[config.mk]
export PLATFORM = sky130hd
export DESIGN_NAME = ram_march_bist
export DESIGN_NICKNAME = d
export VERILOG_FILES = /design/src/rtl/ram_march_bist.sv
export SDC_FILE = /design/constraint.sdc
export NUM_CORES = 1
export LEC_CHECK = 0
export ABC_CLOCK_PERIOD_IN_PS = 4400
export BUFFER_PORTS_ARGS = -buffer_cell sky130_fd_sc_hd__buf_2
export CAP_MARGIN = 20
export CORE_MARGIN = 2
export CORE_UTILIZATION = 50
export DETAILED_ROUTE_END_ITERATION = 6
export PLACE_DENSITY_LB_ADDON = 0.08
export SETUP_SLACK_MARGIN = 0.5
export SLEW_MARGIN = 20
export SYNTH_ARGS = -nofsm -noshare
export SYNTH_HDL_FRONTEND = slang
export SYNTH_SLANG_ARGS = --single-unit
[constraint.sdc]
create_clock -name clk -period 4.4 [get_ports clk]
set_input_delay 0.66 -clock clk [delete_from_list [all_inputs] [get_ports clk]]
set_output_delay 0.66 -clock clk [all_outputs]
set_load 0.02 [all_outputs]
[src/rtl/ram_march_bist.sv]
// ram_march_bist
//   March C- built-in self-test sequencer for a single-port RAM with a registered read.
//   It drives the RAM pins directly, runs the sequence
//     up(w0) ; up(r0,w1) ; down(r1,w0) ; up(r0)
//   and compares every read against the expected background.
//   Results are pass, first-failure address and data, and a saturating error count.
//
// Ports
//   clk, rst     rising-edge clock; asynchronous active-high reset
//   start        request to begin a run; sampled only in IDLE
//   busy         high from the cycle after start is accepted until DONE
//   done         one-cycle pulse in the DONE state
//   pass         1 = last run saw no mismatch; valid from done until the next start
//   fail_addr    address of the first mismatch
//   fail_data    read data captured at the first mismatch
//   err_cnt      mismatch count; saturates at all-ones
//   mem_en/mem_we/mem_addr/mem_wdata   RAM command pins (registered)
//   mem_rdata    RAM read data, valid the cycle after a read is issued
//   dbg_state    current FSM state, for checkers
//
// Handshake: start is a level sampled at every clock edge while in IDLE.
// A 1 seen there launches exactly one run. start is ignored in all other states.
// done marks the single cycle in which the results become valid.

module ram_march_bist #(
    parameter int WIDTH      = 8,
    parameter int DEPTH      = 16,
    parameter int ADDR_WIDTH = $clog2(DEPTH),
    parameter int CNT_WIDTH  = 8
) (
    input  logic                  clk,
    input  logic                  rst,
    input  logic                  start,
    output logic                  busy,
    output logic                  done,
    output logic                  pass,
    output logic [ADDR_WIDTH-1:0] fail_addr,
    output logic [WIDTH-1:0]      fail_data,
    output logic [CNT_WIDTH-1:0]  err_cnt,
    output logic                  mem_en,
    output logic                  mem_we,
    output logic [ADDR_WIDTH-1:0] mem_addr,
    output logic [WIDTH-1:0]      mem_wdata,
    input  logic [WIDTH-1:0]      mem_rdata,
    output logic [2:0]            dbg_state
);

    typedef enum logic [2:0] {
        S_IDLE    = 3'd0,
        S_W0_UP   = 3'd1,
        S_R0W1_UP = 3'd2,
        S_R1W0_DN = 3'd3,
        S_R0_UP   = 3'd4,
        S_CHK     = 3'd5,
        S_DONE    = 3'd6
    } state_t;

    localparam logic [ADDR_WIDTH-1:0] LAST_ADDR = ADDR_WIDTH'(DEPTH - 1);
    localparam logic [ADDR_WIDTH-1:0] ADDR_ONE  = ADDR_WIDTH'(1);
    localparam logic [CNT_WIDTH-1:0]  CNT_ONE   = CNT_WIDTH'(1);

    state_t                  state;
    logic                    second;   // second cycle (write) of a read-write element
    logic                    rd_pend;  // a read was issued last cycle; compare it now
    logic                    rd_ones;  // that read expects all-ones
    logic [ADDR_WIDTH-1:0]   rd_addr;
    logic                    mismatch;
    logic [CNT_WIDTH-1:0]    err_next;

    assign dbg_state = state;

    // Every read is compared exactly one cycle after it was issued, whatever the phase.
    always_comb begin
        mismatch = rd_pend && (mem_rdata != (rd_ones ? {WIDTH{1'b1}} : {WIDTH{1'b0}}));
        err_next = err_cnt;
        if (mismatch && !(&err_cnt)) begin
            err_next = err_cnt + CNT_ONE;
        end
    end

    always_ff @(posedge clk or posedge rst) begin
        if (rst) begin
            state     <= S_IDLE;
            second    <= 1'b0;
            rd_pend   <= 1'b0;
            rd_ones   <= 1'b0;
            rd_addr   <= '0;
            busy      <= 1'b0;
            done      <= 1'b0;
            pass      <= 1'b0;
            fail_addr <= '0;
            fail_data <= '0;
            err_cnt   <= '0;
            mem_en    <= 1'b0;
            mem_we    <= 1'b0;
            mem_addr  <= '0;
            mem_wdata <= '0;
        end else begin
            done    <= 1'b0;
            // Arm the compare for whatever read is on the pins this cycle.
            rd_pend <= mem_en && !mem_we;
            rd_addr <= mem_addr;
            rd_ones <= (state == S_R1W0_DN);

            if (mismatch) begin
                err_cnt <= err_next;
                if (err_cnt == '0) begin
                    fail_addr <= rd_addr;
                    fail_data <= mem_rdata;
                end
            end

            // The mem_* registers hold the operation for the next cycle.
            case (state)
                S_IDLE: begin
                    mem_en <= 1'b0;
                    mem_we <= 1'b0;
                    if (start) begin
                        state     <= S_W0_UP;
                        busy      <= 1'b1;
                        pass      <= 1'b0;
                        err_cnt   <= '0;
                        fail_addr <= '0;
                        fail_data <= '0;
                        mem_en    <= 1'b1;
                        mem_we    <= 1'b1;
                        mem_addr  <= '0;
                        mem_wdata <= '0;
                    end
                end

                S_W0_UP: begin
                    if (mem_addr == LAST_ADDR) begin
                        state    <= S_R0W1_UP;
                        second   <= 1'b0;
                        mem_we   <= 1'b0;
                        mem_addr <= '0;
                    end else begin
                        mem_addr <= mem_addr + ADDR_ONE;
                    end
                end

                S_R0W1_UP: begin
                    if (!second) begin
                        second    <= 1'b1;
                        mem_we    <= 1'b1;
                        mem_wdata <= '1;
                    end else begin
                        second <= 1'b0;
                        mem_we <= 1'b0;
                        if (mem_addr == LAST_ADDR) begin
                            state <= S_R1W0_DN;
                        end else begin
                            mem_addr <= mem_addr + ADDR_ONE;
                        end
                    end
                end

                S_R1W0_DN: begin
                    if (!second) begin
                        second    <= 1'b1;
                        mem_we    <= 1'b1;
                        mem_wdata <= '0;
                    end else begin
                        second <= 1'b0;
                        mem_we <= 1'b0;
                        if (mem_addr == '0) begin
                            state <= S_R0_UP;
                        end else begin
                            mem_addr <= mem_addr - ADDR_ONE;
                        end
                    end
                end

                S_R0_UP: begin
                    if (mem_addr == LAST_ADDR) begin
                        state  <= S_CHK;
                        mem_en <= 1'b0;
                    end else begin
                        mem_addr <= mem_addr + ADDR_ONE;
                    end
                end

                S_CHK: begin
                    // The final R0 compare lands in this cycle, so pass uses err_next.
                    state <= S_DONE;
                    busy  <= 1'b0;
                    done  <= 1'b1;
                    pass  <= (err_next == '0);
                end

                S_DONE: begin
                    state <= S_IDLE;
                end

                default: begin
                    state  <= S_IDLE;
                    busy   <= 1'b0;
                    mem_en <= 1'b0;
                    mem_we <= 1'b0;
                end
            endcase
        end
    end

endmodule

# [Word-level counts from Yosys, hierarchy flattened]
# Index checks and enable logic that the tools add are counted.
[classes] n_reduce_logical=26 eq_ne=18 n_mux=43 bitwise=3 add_sub_neg=3
[ops] operator="$mux 8" count=12
[ops] operator="$mux 4" count=10
[ops] operator="$pmux 8 s3" count=1
[ops] operator="$mux 3" count=7
[ops] operator="$pmux 4 s5" count=1
[ops] operator="$ne 2x2->1 const B" count=9
[ops] operator="$pmux 3 s6" count=1
[ops] operator="$logic_not 8->1" count=2
[ops] operator="$reduce_and 2->1" count=5
[ops] operator="$reduce_or 5->1" count=2
[ops] operator="$eq 3x3->1 const B" count=3
[ops] operator="$add 8x1->8 const B" count=1
[ops] operator="$ne 8x8->1" count=1
[ops] operator="$reduce_and 8->1" count=1
[ops] operator="$reduce_and 7->1" count=1
[ops] operator="$eq 3x2->1 const B" count=2
[ops] operator="$mux 1" count=6
[ops] operator="$pmux 1 s2" count=3
[ops] operator="$reduce_and 5->1" count=1
[ops] operator="$reduce_bool 5->1" count=1
[ops] operator="$add 4x1->4 const B" count=1
[ops] operator="$eq 4x4->1 const B" count=1
[ops] operator="$logic_not 4->1" count=1
[ops] operator="$pmux 1 s4" count=1
[ops] operator="other kinds (13)" count=19
[totals] output_inout_bits=40 in_bits=11 regBits=47 wordCells=108

# [Depth between registers and ports, before layout]
[logic_depth] ltp_word=8 depth_mapped=7 mapped_depth_nobuf=6

# [Worst setup path before layout]
# OpenSTA, ideal clock, no wires.
[synth_timing] path_type="input -> register" start="input port mem_rdata[2]" end="register pass" setup_slack_ps=2171 path_buffers=1 stages=6 t_arrival_ps=2118 required_time_ps=4289 cell_sequence="or4_4 > nor4_4 > buf_6 > o31ai_1 > o311a_1 > a2111oi_2"
[synth_between] elab_chain_cells=6
[synth_lines] element="start, declared" line="44" source="input logic [WIDTH-1:0] mem_rdata,"
[synth_lines] element="$ne 8x8->1" line="74" source="mismatch = rd_pend && (mem_rdata != (rd_ones ? {WIDTH{1'b1}} : {WIDTH{1'b0}}));"
[synth_lines] element="$logic_and 1x1->1" line="74"
[synth_lines] element="$logic_and 1x1->1" line="76" source="if (mismatch && !(&err_cnt)) begin"
[synth_lines] element="$mux 8" line="76"
[synth_lines] element="$logic_not 8->1" line="189" source="pass <= (err_next == '0);"
[synth_lines] element="$pmux 1 s2" line="114" source="case (state)"
[synth_lines] element="end signal, assigned" line="189"
[synth_lines] element="end, declared" line="36" source="output logic pass,"
# No other way between the ends.
# A chain may end at the register's enable or synchronous reset.

# [Worst setup path after layout]
# Same ends and word-level chain as after synthesis.

==> out/metrics.csv <==
metric,value,unit
hpwl dp,3.24,mm
CTS root buffer,clkbuf_8,
count of pins over their slew limit,0,
total grt overflow,0,
most frequent cells in the layout,"buf_2, dfrtp_1, nor2_1",
Synth Flop Type,dfrtp_1,
"setup slack, reg-to-reg",2.16,ns
die height,71.3,um
Core Box Area,0.00435,sq mm
ant diodes,0,
drt wl/cell,14.1,um
CTS tree,done,
row count,24,
Initial DRT Pass Iterations,5,
largest net degree at the start of global routing,41,
Leak,1.22,nW
uppermost layer routed,met4,
port bufs,50,
initial antenna violation count,0,
max frequency,418,MHz
max-cap violation count,0,
Gate Count Post-Synth,239,
Clock Latency Late Sink,0.29,ns
sequential share of the synthesized area,44.2,%
Die W,71.3,um
DRT met1 WL,2.13,mm
Final Cell Area,0.00257,sq mm
Slew headroom,43.9,%
largest family of logic cells by synthesized area,simple AND/OR/NAND/NOR gates,
clock sink count,40,
total length of routed met3 wires,240,um
Hold Path Class,in2async,
outcome,finished clean,
Setup crit start kind,input port,
Peak supply drop,0.128,mV
"commonest non-fill, non-tap cell in the layout",buf_2,
initial drt markers,127,
pwr dens,250,mW/mm^2
Worst-path clk slew,0.08,ns
# setup viols final,0,
drt total wl,4.65,mm
# DRC,0,
Synth area leaders,"dfrtp_1, mux2i_1, nor2_1",
simple-gate portion of the synthesized area,21.3,%
quantity of hold-fixing buffers added after cts,0,
XOR/XNOR share of the synthesized area,2.32,%
unrepaired setup endpoints after global routing,no,
gr usage total,19.5,%
Final Non-Filler Cells,329,
CP Data Required Time,4.59,ns
CTS H-tree depth,2,
multi-input logic area,0.00111,sq mm
Synth Cell Area,0.00226,sq mm
adder-cell share of the synthesized area,2.21,%
kind of end point of the critical path,flip-flop,
flop and latch count out of synthesis,40,
top-area cell type share of the netlist area,44.2,%
Final Hold Viols,0,
post-CTS setup buffer count,0,
io pins,51,
layout cell share with drive strength beyond 1,26.7,%
Post-DRT Antenna Nets,0,
measured slew at the worst slew-check pin,0.841,ns
post-synthesis net count,254,
Unique masters post-synth,55,
crit path max fanout,12,
CTS buffer count,5,
first-pass GRT wire length,7.88,mm
Reg-to-Reg Start,err_cnt[0],
mean area per synthesized cell,9.47,sq um
number of synthesized flops with an enable pin,0,
YS warnings,0,
Layout Nets,291,
TNS Setup,0,ns
sequential cell area,0.00100,sq mm
die area,0.00508,sq mm
mux contribution to synthesized area,6.69,%
Resize count post-CTS,0,
r2r endpoint,pass,
Final min period,2.39,ns
Setup crit end,pass,
Starting Density,52.0,%
post-synthesis compound-gate area fraction,15.9,%
vias in the first global route,1688,
Vias,1874,
Area Overhead vs Synth,13.6,%
mean number of vias per cell,5.70,
DP Area,0.00247,sq mm
Fillers,390,
Placed Cells incl. Taps,321,
Synth area leader,dfrtp_1,
WS Path Type,in2reg,
post-synthesis async set-or-reset flop share,100,%
clock skew,0.00612,ns
Critical path origin,mem_rdata[2],
worst r2r path cells,6,
CTS Buffer Depth,2,
wire length on met2,2.21,mm
"Arr. time, crit path",2.59,ns
period utilization,54.4,%
RD Place Congestion,0.805,
-- metrics by stage --
step,util [%],hold slack [ns],power [mW],setup slack [ns]
6_report,59.0,0.474,0.643,2.01
3_3_place_gp,56.6,0.469,0.392,1.75
2_1_floorplan,-,0.465,0.382,2.17
3_5_place_dp,56.8,0.483,0.392,1.71
5_1_grt,59.0,0.519,0.668,1.92
4_1_cts,59.0,0.486,0.654,2.02
-- cells by family after synthesis --
family | Yosys count
simple gates | 91
mux | 15
xor+xnor | 6
flops | 40
buf+inv | 31
fa+ha+maj | 4
compound gates | 52
-- flip-flops by register name (all words and copies together) (netlist names) --
signal,count
busy,1
rd_ones,1
pass,1
rd_addr,4
mem_we,1
mem_en,1
err_cnt,8
fail_addr,4
mem_wdata,1
mem_addr,4
second,1
fail_data,8
rd_pend,1
dbg_state,3
done,1
-- worst max-delay path: stages --
cell       delay [ns]
buf_2            0.11
or4_4            0.54
nor4_4           0.61
nor3_1           0.16
and3_2           0.24
a2111oi_2        0.26
-- how the worst min path moves through the flow --
stage                         endpoint  startpoint  slack, ns
after floorplan           fail_addr[3]  rd_addr[3]       0.47
after global placement    fail_addr[2]  rd_addr[2]       0.47
after detailed placement  fail_addr[3]  rd_addr[3]       0.48
after CTS                  mem_addr[1]         rst       0.49
after global routing        rd_addr[0]         rst       0.52
final                      mem_addr[1]         rst       0.47
-- cell usage after synthesis (5+ instances only) --
cell type and count:
a21oi_1 10, buf_4 8, clkbuf_1 9, dfrtp_1 40, inv_1 9, mux2i_1 14
nand2_1 8, nand3_1 9, nor2_1 32, nor3_1 9, o21ai_0 15, xnor2_1 5
-- final cells by class --
| class | instances | area share [%] |
|---|---|---|
| Sequential cell | 40 | 38.9 |
| Timing Repair Buffer | 52 | 10.3 |
| Inverter | 9 | 1.31 |
| Tap cell | 52 | 2.53 |
| Clock buffer | 6 | 3.21 |
| Multi-Input combinational cell | 168 | 43.1 |
| Clock inverter | 2 | 0.584 |
-- power by group --
part | internal (mW) | switching [mW]
logic | 0.00493 | 0.0118
clock network | 0.127 | 0.132
registers | 0.367 | 0
total | 0.499 | 0.144
-- routing by layer --
metal / vias to the layer above / track usage, %
met5: - / 0
met4: 0 / 6.92
met3: 7 / 4.36
met2: 48 / 31.1
met1: 892 / 26.2
li1: 927 / -
Note: power is estimated with default switching activity, not from simulation.
